$ cat src/rtl/led_pattern_gen.sv
// LED pattern generator: prescaled stepping through GRAY, BINARY, SCAN and BREATHE patterns.
// The LED drive and step pulse are registered; en=0 freezes every piece of state.
module led_pattern_gen #(
    parameter int N_LEDS    = 4,
    parameter int LOG2DELAY = 23,
    parameter int PWM_BITS  = 8
) (
    input  logic              clk,
    input  logic              rst,
    input  logic              en,
    input  logic [1:0]        mode,
    output logic [N_LEDS-1:0] led,
    output logic              step
);

    localparam int POS_W = (N_LEDS > 1) ? $clog2(N_LEDS) : 1;
    localparam logic [POS_W-1:0] POS_MAX = POS_W'(N_LEDS - 1);
    localparam logic [PWM_BITS-1:0] DUTY_MAX = {PWM_BITS{1'b1}};
    localparam logic DIR_UP   = 1'b0;
    localparam logic DIR_DOWN = 1'b1;

    typedef enum logic [1:0] {
        MODE_GRAY    = 2'd0,
        MODE_BINARY  = 2'd1,
        MODE_SCAN    = 2'd2,
        MODE_BREATHE = 2'd3
    } mode_e;

    logic [LOG2DELAY-1:0] prescaler_q, prescaler_d;
    logic [PWM_BITS-1:0]  pwm_q, pwm_d;
    logic [PWM_BITS-1:0]  duty_q, duty_d;
    logic [N_LEDS-1:0]    cnt_q, cnt_d;
    logic [POS_W-1:0]     pos_q, pos_d;
    logic                 dir_q, dir_d;
    mode_e                mode_q, mode_d;
    logic [N_LEDS-1:0]    led_q, led_d;
    logic                 step_q, step_d;

    logic                 tick_s;
    mode_e                mode_in_s;
    logic [N_LEDS-1:0]    pattern_s;

    assign led       = led_q;
    assign step      = step_q;
    assign mode_in_s = mode_e'(mode);

    // LED pattern decoded from the current mode and pattern state
    always_comb begin
        pattern_s = '0;
        case (mode_q)
            MODE_GRAY:    pattern_s = cnt_q ^ (cnt_q >> 1'b1);
            MODE_BINARY:  pattern_s = cnt_q;
            MODE_SCAN:    pattern_s = N_LEDS'(1'b1) << pos_q;
            MODE_BREATHE: pattern_s = {N_LEDS{pwm_q < duty_q}};
            default:      pattern_s = '0;
        endcase
    end

    // Next-state logic: prescaler/pwm free-run while enabled, pattern state moves on tick
    always_comb begin
        prescaler_d = prescaler_q;
        pwm_d       = pwm_q;
        duty_d      = duty_q;
        cnt_d       = cnt_q;
        pos_d       = pos_q;
        dir_d       = dir_q;
        mode_d      = mode_q;
        led_d       = led_q;
        step_d      = 1'b0;
        tick_s      = en && (&prescaler_q);

        if (en) begin
            prescaler_d = prescaler_q + LOG2DELAY'(1);
            pwm_d       = pwm_q + PWM_BITS'(1);
            led_d       = pattern_s;
        end else begin
            led_d       = led_q;
        end

        if (tick_s) begin
            step_d = 1'b1;
            // A new mode restarts its pattern from the beginning instead of advancing
            if (mode_in_s != mode_q) begin
                mode_d = mode_in_s;
                cnt_d  = '0;
                pos_d  = '0;
                dir_d  = DIR_UP;
                duty_d = '0;
            end else begin
                case (mode_q)
                    MODE_GRAY, MODE_BINARY: begin
                        cnt_d = cnt_q + N_LEDS'(1);
                    end
                    MODE_SCAN: begin
                        if (N_LEDS == 1) begin
                            pos_d = '0;
                            dir_d = DIR_UP;
                        end else if (dir_q == DIR_UP) begin
                            if (pos_q == POS_MAX) begin
                                pos_d = pos_q - POS_W'(1);
                                dir_d = DIR_DOWN;
                            end else begin
                                pos_d = pos_q + POS_W'(1);
                            end
                        end else begin
                            if (pos_q == '0) begin
                                pos_d = pos_q + POS_W'(1);
                                dir_d = DIR_UP;
                            end else begin
                                pos_d = pos_q - POS_W'(1);
                            end
                        end
                    end
                    MODE_BREATHE: begin
                        // Triangle: each extreme is shown for exactly one step
                        if (dir_q == DIR_UP) begin
                            if (duty_q == DUTY_MAX) begin
                                duty_d = duty_q - PWM_BITS'(1);
                                dir_d  = DIR_DOWN;
                            end else begin
                                duty_d = duty_q + PWM_BITS'(1);
                            end
                        end else begin
                            if (duty_q == '0) begin
                                duty_d = duty_q + PWM_BITS'(1);
                                dir_d  = DIR_UP;
                            end else begin
                                duty_d = duty_q - PWM_BITS'(1);
                            end
                        end
                    end
                    default: begin
                        cnt_d = cnt_q;
                    end
                endcase
            end
        end else begin
            step_d = 1'b0;
        end
    end

    // State registers with synchronous reset taking priority over enable and tick
    always_ff @(posedge clk) begin
        if (rst) begin
            prescaler_q <= '0;
            pwm_q       <= '0;
            duty_q      <= '0;
            cnt_q       <= '0;
            pos_q       <= '0;
            dir_q       <= DIR_UP;
            mode_q      <= MODE_GRAY;
            led_q       <= '0;
            step_q      <= 1'b0;
        end else begin
            prescaler_q <= prescaler_d;
            pwm_q       <= pwm_d;
            duty_q      <= duty_d;
            cnt_q       <= cnt_d;
            pos_q       <= pos_d;
            dir_q       <= dir_d;
            mode_q      <= mode_d;
            led_q       <= led_d;
            step_q      <= step_d;
        end
    end

endmodule

$ cat config.mk
export PLATFORM = sky130hd
export DESIGN_NAME = led_pattern_gen
export DESIGN_NICKNAME = d
export VERILOG_FILES = /design/src/rtl/led_pattern_gen.sv
export SDC_FILE = /design/constraint.sdc
export NUM_CORES = 1
export LEC_CHECK = 0
export BUFFER_PORTS_ARGS = -buffer_cell sky130_fd_sc_hd__buf_2
export CORE_MARGIN = 5
export CORE_UTILIZATION = 30
export CTS_BUF_LIST = sky130_fd_sc_hd__clkbuf_4 sky130_fd_sc_hd__clkbuf_8
export DETAILED_ROUTE_END_ITERATION = 8
export PLACE_DENSITY = 0.41
export SETUP_SLACK_MARGIN = 0.4
export SLEW_MARGIN = 10
export SYNTH_ARGS = -nofsm -noshare
export SYNTH_HDL_FRONTEND = slang
export SYNTH_SLANG_ARGS = --single-unit
export TNS_END_PERCENT = 20
$ cat constraint.sdc
create_clock -name clk -period 5.73 [get_ports clk]
set_input_delay 1.4325 -clock clk [delete_from_list [all_inputs] [get_ports clk]]
set_output_delay 1.4325 -clock clk [all_outputs]
set_load 0.05 [all_outputs]
==> impl_metrics.xml <==
<?xml version="1.0" encoding="UTF-8"?>
<metrics>
  <group name="critical_path">
    <metric name="critical_path.reg2reg.startpoint" unit="">duty_q[0]</metric>
    <metric name="r2r_slack" unit="ns">3.40</metric>
    <metric name="setup.worst_path.class" unit="">in -&gt; reg</metric>
    <metric name="crit-reg2reg-capture" unit="">duty_q[4]</metric>
    <metric name="required_time_at_the_worst_slack_endpoint" unit="ns">5.93</metric>
    <metric name="reg2regPathDepth" unit="">6</metric>
    <metric name="worst_ep_arrival_time" unit="ns">3.38</metric>
    <metric name="setup.worst_path.end_class" unit="">flop</metric>
    <metric name="path_max_fanout" unit="">19</metric>
    <metric name="critical_path.startpoint_type" unit="">primary input</metric>
  </group>
  <group name="cells_and_area">
    <metric name="layout_commonest_cell" unit="">sky130_fd_sc_hd__dfxtp_1</metric>
    <metric name="layout.cell_area.non_filler" unit="mm²">0.00321</metric>
    <metric name="utilization" unit="">0.333</metric>
    <metric name="final_cell_mix" unit="">sky130_fd_sc_hd__dfxtp_1 (53), sky130_fd_sc_hd__nor2_1 (47), sky130_fd_sc_hd__nand2_1 (26), sky130_fd_sc_hd__xor2_1 (21), sky130_fd_sc_hd__o21ai_0 (20)</metric>
    <metric name="antenna_cells_inserted" unit="">0</metric>
    <metric name="num-nets-final" unit="">372</metric>
    <metric name="multiInputGateArea" unit="mm²">0.00173</metric>
    <metric name="drive_gt1_frac" unit="">0.0763</metric>
    <metric name="area_growth" unit="%">9.74</metric>
    <metric name="fillerInstances" unit="">1048</metric>
    <metric name="instances_no_fill" unit="">487</metric>
    <metric name="register_area" unit="mm²">0.00106</metric>
  </group>
  <group name="global_route">
    <metric name="gr-usage-met2" unit="">0.196</metric>
    <metric name="grt_start_max_net_pins" unit="">47</metric>
    <metric name="grt_first_pass_wirelength" unit="µm">11600</metric>
    <metric name="grt_overflow_total" unit="">0</metric>
    <metric name="globalRoute.busiestLayer" unit="">met2</metric>
    <metric name="grt_antenna_before_repair" unit="">0</metric>
    <metric name="grt_util_all_layers" unit="">0.123</metric>
    <metric name="met1_usage" unit="">0.169</metric>
    <metric name="grt_pass1_vias" unit="">2388</metric>
    <metric name="met3_usage" unit="">0.0219</metric>
  </group>
  <group name="timing">
    <metric name="timing.final.crit_share" unit="">0.554</metric>
    <metric name="timing.final.setup_violations" unit="">0</metric>
    <metric name="finalHoldViolCount" unit="">0</metric>
    <metric name="tightest_slew" unit="ns">0.798</metric>
    <metric name="finalClockSkew" unit="ns">0.00871</metric>
    <metric name="maxSlewViolCount" unit="">0</metric>
    <metric name="post-route-worst-setup-slack" unit="ns">2.55</metric>
    <metric name="finalHoldWorstSlack" unit="ns">0.501</metric>
    <metric name="period_needed" unit="ns">3.18</metric>
    <metric name="grt_setup_unrepaired" unit="">no</metric>
    <metric name="clock.fmax" unit="GHz">0.315</metric>
    <metric name="worst_slew_margin" unit="">0.465</metric>
    <metric name="fin_setup_tns" unit="ns">0</metric>
  </group>
  <group name="detailed_routing">
    <metric name="detail-route-antenna-nets" unit="">0</metric>
    <metric name="drt_first_pass_iters" unit="">4</metric>
    <metric name="drcViolationCount" unit="">0</metric>
    <metric name="detail_route.wl_per_cell" unit="µm">13.7</metric>
    <metric name="viasPerCell" unit="">4.91</metric>
    <metric name="detailed_route_wire_length" unit="µm">6690</metric>
    <metric name="detailroute.via_count" unit="">2391</metric>
    <metric name="initialDrtViolationCount" unit="">143</metric>
  </group>
  <group name="logic_synthesis">
    <metric name="distinct_cell_type_count_after_synthesis" unit="">54</metric>
    <metric name="synthesis_stage_register_bit_count" unit="">53</metric>
    <metric name="postSynth.asyncResetShare" unit="">0</metric>
    <metric name="synth_edf_count" unit="">0</metric>
    <metric name="most_used_flip_flop_cell_after_synthesis" unit="">sky130_fd_sc_hd__dfxtp_1</metric>
    <metric name="yosysTopAreaCellShare" unit="">0.362</metric>
    <metric name="syn-instance-count" unit="">350</metric>
    <metric name="synthesized_area_per_cell" unit="µm²">8.37</metric>
    <metric name="synth_area_leader" unit="">sky130_fd_sc_hd__dfxtp_1</metric>
    <metric name="yosys_warnings" unit="">0</metric>
    <metric name="synthTopCellsByArea" unit="">sky130_fd_sc_hd__dfxtp_1 (36%), sky130_fd_sc_hd__xor2_1 (6.3%), sky130_fd_sc_hd__nor2_1 (6.0%)</metric>
    <metric name="synthesis.area" unit="mm²">0.00293</metric>
    <metric name="mappedNetlistNets" unit="">369</metric>
    <metric name="ys_seq_area_frac" unit="">0.362</metric>
  </group>
  <group name="clock_network">
    <metric name="tritoncts_num_sinks" unit="">53</metric>
    <metric name="clk_pin_slew" unit="ns">0.10</metric>
    <metric name="cts.repair.resized" unit="">0</metric>
    <metric name="post-cts-setup-buffers" unit="">0</metric>
    <metric name="cts_hold_buffers" unit="">0</metric>
    <metric name="clock_tree.buffer_depth" unit="">2</metric>
    <metric name="htreeDepth" unit="">2</metric>
    <metric name="tritoncts.num_buffers" unit="">5</metric>
    <metric name="worst_skew_pair.late_latency" unit="ns">0.31</metric>
    <metric name="tritoncts_clock_tree" unit="">built</metric>
    <metric name="cts_root_cell" unit="">sky130_fd_sc_hd__clkbuf_8</metric>
  </group>
  <group name="floorplanning">
    <metric name="floorplan.io_pins" unit="">10</metric>
    <metric name="die_area" unit="mm²">0.0118</metric>
    <metric name="placement_rows" unit="">36</metric>
    <metric name="die_height" unit="µm">109</metric>
    <metric name="die_width" unit="µm">109</metric>
    <metric name="initial_core_util" unit="">0.304</metric>
    <metric name="core_area" unit="mm²">0.00964</metric>
  </group>
  <group name="place">
    <metric name="dpl.hpwl" unit="µm">4730</metric>
    <metric name="port_buffers" unit="">9</metric>
    <metric name="place_ws" unit="ns">2.20</metric>
    <metric name="dp_cells" unit="">479</metric>
    <metric name="finalWeightedCongestion" unit="">0.778</metric>
    <metric name="postPlaceCellArea" unit="mm²">0.00308</metric>
  </group>
  <group name="pwr">
    <metric name="ir_worst_vdd" unit="µV">130</metric>
    <metric name="standby_leakage_power" unit="nW">1.18</metric>
    <metric name="report.power.total" unit="mW">0.724</metric>
    <metric name="power-per-cell-area" unit="mW/mm²">225</metric>
  </group>
  <group name="worst_hold_path">
    <metric name="worstHoldPathType" unit="">reg -&gt; reg</metric>
    <metric name="hp-start" unit="">led[2]</metric>
    <metric name="timing.hold.worst_path_depth" unit="">2</metric>
    <metric name="whs_endpoint" unit="">led[2]</metric>
  </group>
  <group name="flow_run">
    <metric name="drv.max_cap_violation_count" unit="">0</metric>
  </group>
  <group name="run_status">
    <metric name="result_of_the_run" unit="">complete, no violations</metric>
  </group>
</metrics>
## cells by family (layout without fill, tap and decap cells)
family | count (synthesis) | after routing | synth area share
fa+ha+maj | 14 | 14 | 0.0598
compound gates | 64 | 64 | 0.147
simple gates | 150 | 150 | 0.267
xor+xnor | 32 | 32 | 0.0957
buf+inv | 31 | 35 | 0.0474
flops | 53 | 53 | 0.362
mux | 6 | 6 | 0.0209
## critical path, cell delays in order
cell and delay (ns):
sky130_fd_sc_hd__buf_2 0.33, sky130_fd_sc_hd__nand4_1 0.36, sky130_fd_sc_hd__nor2_1 0.69, sky130_fd_sc_hd__nand3_1 0.27, sky130_fd_sc_hd__mux2i_1 0.21, sky130_fd_sc_hd__a21oi_1 0.08
## layout make-up
| class | instances | area share |
|---|---|---|
| flip-flops and latches | 53 | 0.330 |
| repair buffers | 11 | 0.0187 |
| well taps | 133 | 0.0518 |
| inverters | 16 | 0.0187 |
| clock inverters | 3 | 0.0214 |
| clock buffers | 5 | 0.0214 |
| multi-input cells | 266 | 0.538 |
## worst max path at each step
stage / slack (ns) / start / end
after floorplan: 2.91 / en / prescaler_q[19]
after global placement: 2.26 / en / pos_q[1]
after detailed placement: 2.20 / en / pos_q[1]
after CTS: 2.54 / en / pos_q[1]
after global routing: 2.36 / en / pos_q[1]
final: 2.55 / en / pos_q[1]
## per-layer routing
metal | wire length (µm) | vias to the layer above
met5 | 0 | -
met4 | 37 | 0
met3 | 134 | 2
met2 | 2960 | 18
met1 | 3560 | 1123
li1 | - | 1248
## registers in the layout, indices dropped and copies added (netlist names)
register / flops
prescaler_q: 23
duty_q: 8
pwm_q: 8
cnt_q: 4
led: 4
mode_q: 2
pos_q: 2
dir_q: 1
step: 1
## cell usage after synthesis, types with 2 or more instances
cell type and instances:
sky130_fd_sc_hd__dfxtp_1 53, sky130_fd_sc_hd__nor2_1 47, sky130_fd_sc_hd__nand2_1 26, sky130_fd_sc_hd__xor2_1 21, sky130_fd_sc_hd__o21ai_0 20, sky130_fd_sc_hd__a21oi_1 16
sky130_fd_sc_hd__inv_1 16, sky130_fd_sc_hd__nand4_1 16, sky130_fd_sc_hd__ha_1 14, sky130_fd_sc_hd__nand3_1 14, sky130_fd_sc_hd__xnor2_1 11, sky130_fd_sc_hd__clkbuf_1 10
sky130_fd_sc_hd__nor3_1 9, sky130_fd_sc_hd__and3_1 6, sky130_fd_sc_hd__and2_1 5, sky130_fd_sc_hd__mux2i_1 5, sky130_fd_sc_hd__nand2b_1 5, sky130_fd_sc_hd__or3_1 5
sky130_fd_sc_hd__a211o_1 3, sky130_fd_sc_hd__a211oi_1 3, sky130_fd_sc_hd__a31oi_1 3, sky130_fd_sc_hd__and4_1 3, sky130_fd_sc_hd__o32ai_1 3, sky130_fd_sc_hd__a21o_1 2
sky130_fd_sc_hd__buf_2 2, sky130_fd_sc_hd__clkbuf_8 2, sky130_fd_sc_hd__nor3b_1 2, sky130_fd_sc_hd__o2111ai_1 2
## report_power, final
part           switching, mW  internal [mW]
clock network          0.134          0.176
logic                 0.0229         0.0126
registers            0.00549          0.373
total                  0.162          0.561
Note: power is estimated with default switching activity, not from simulation.
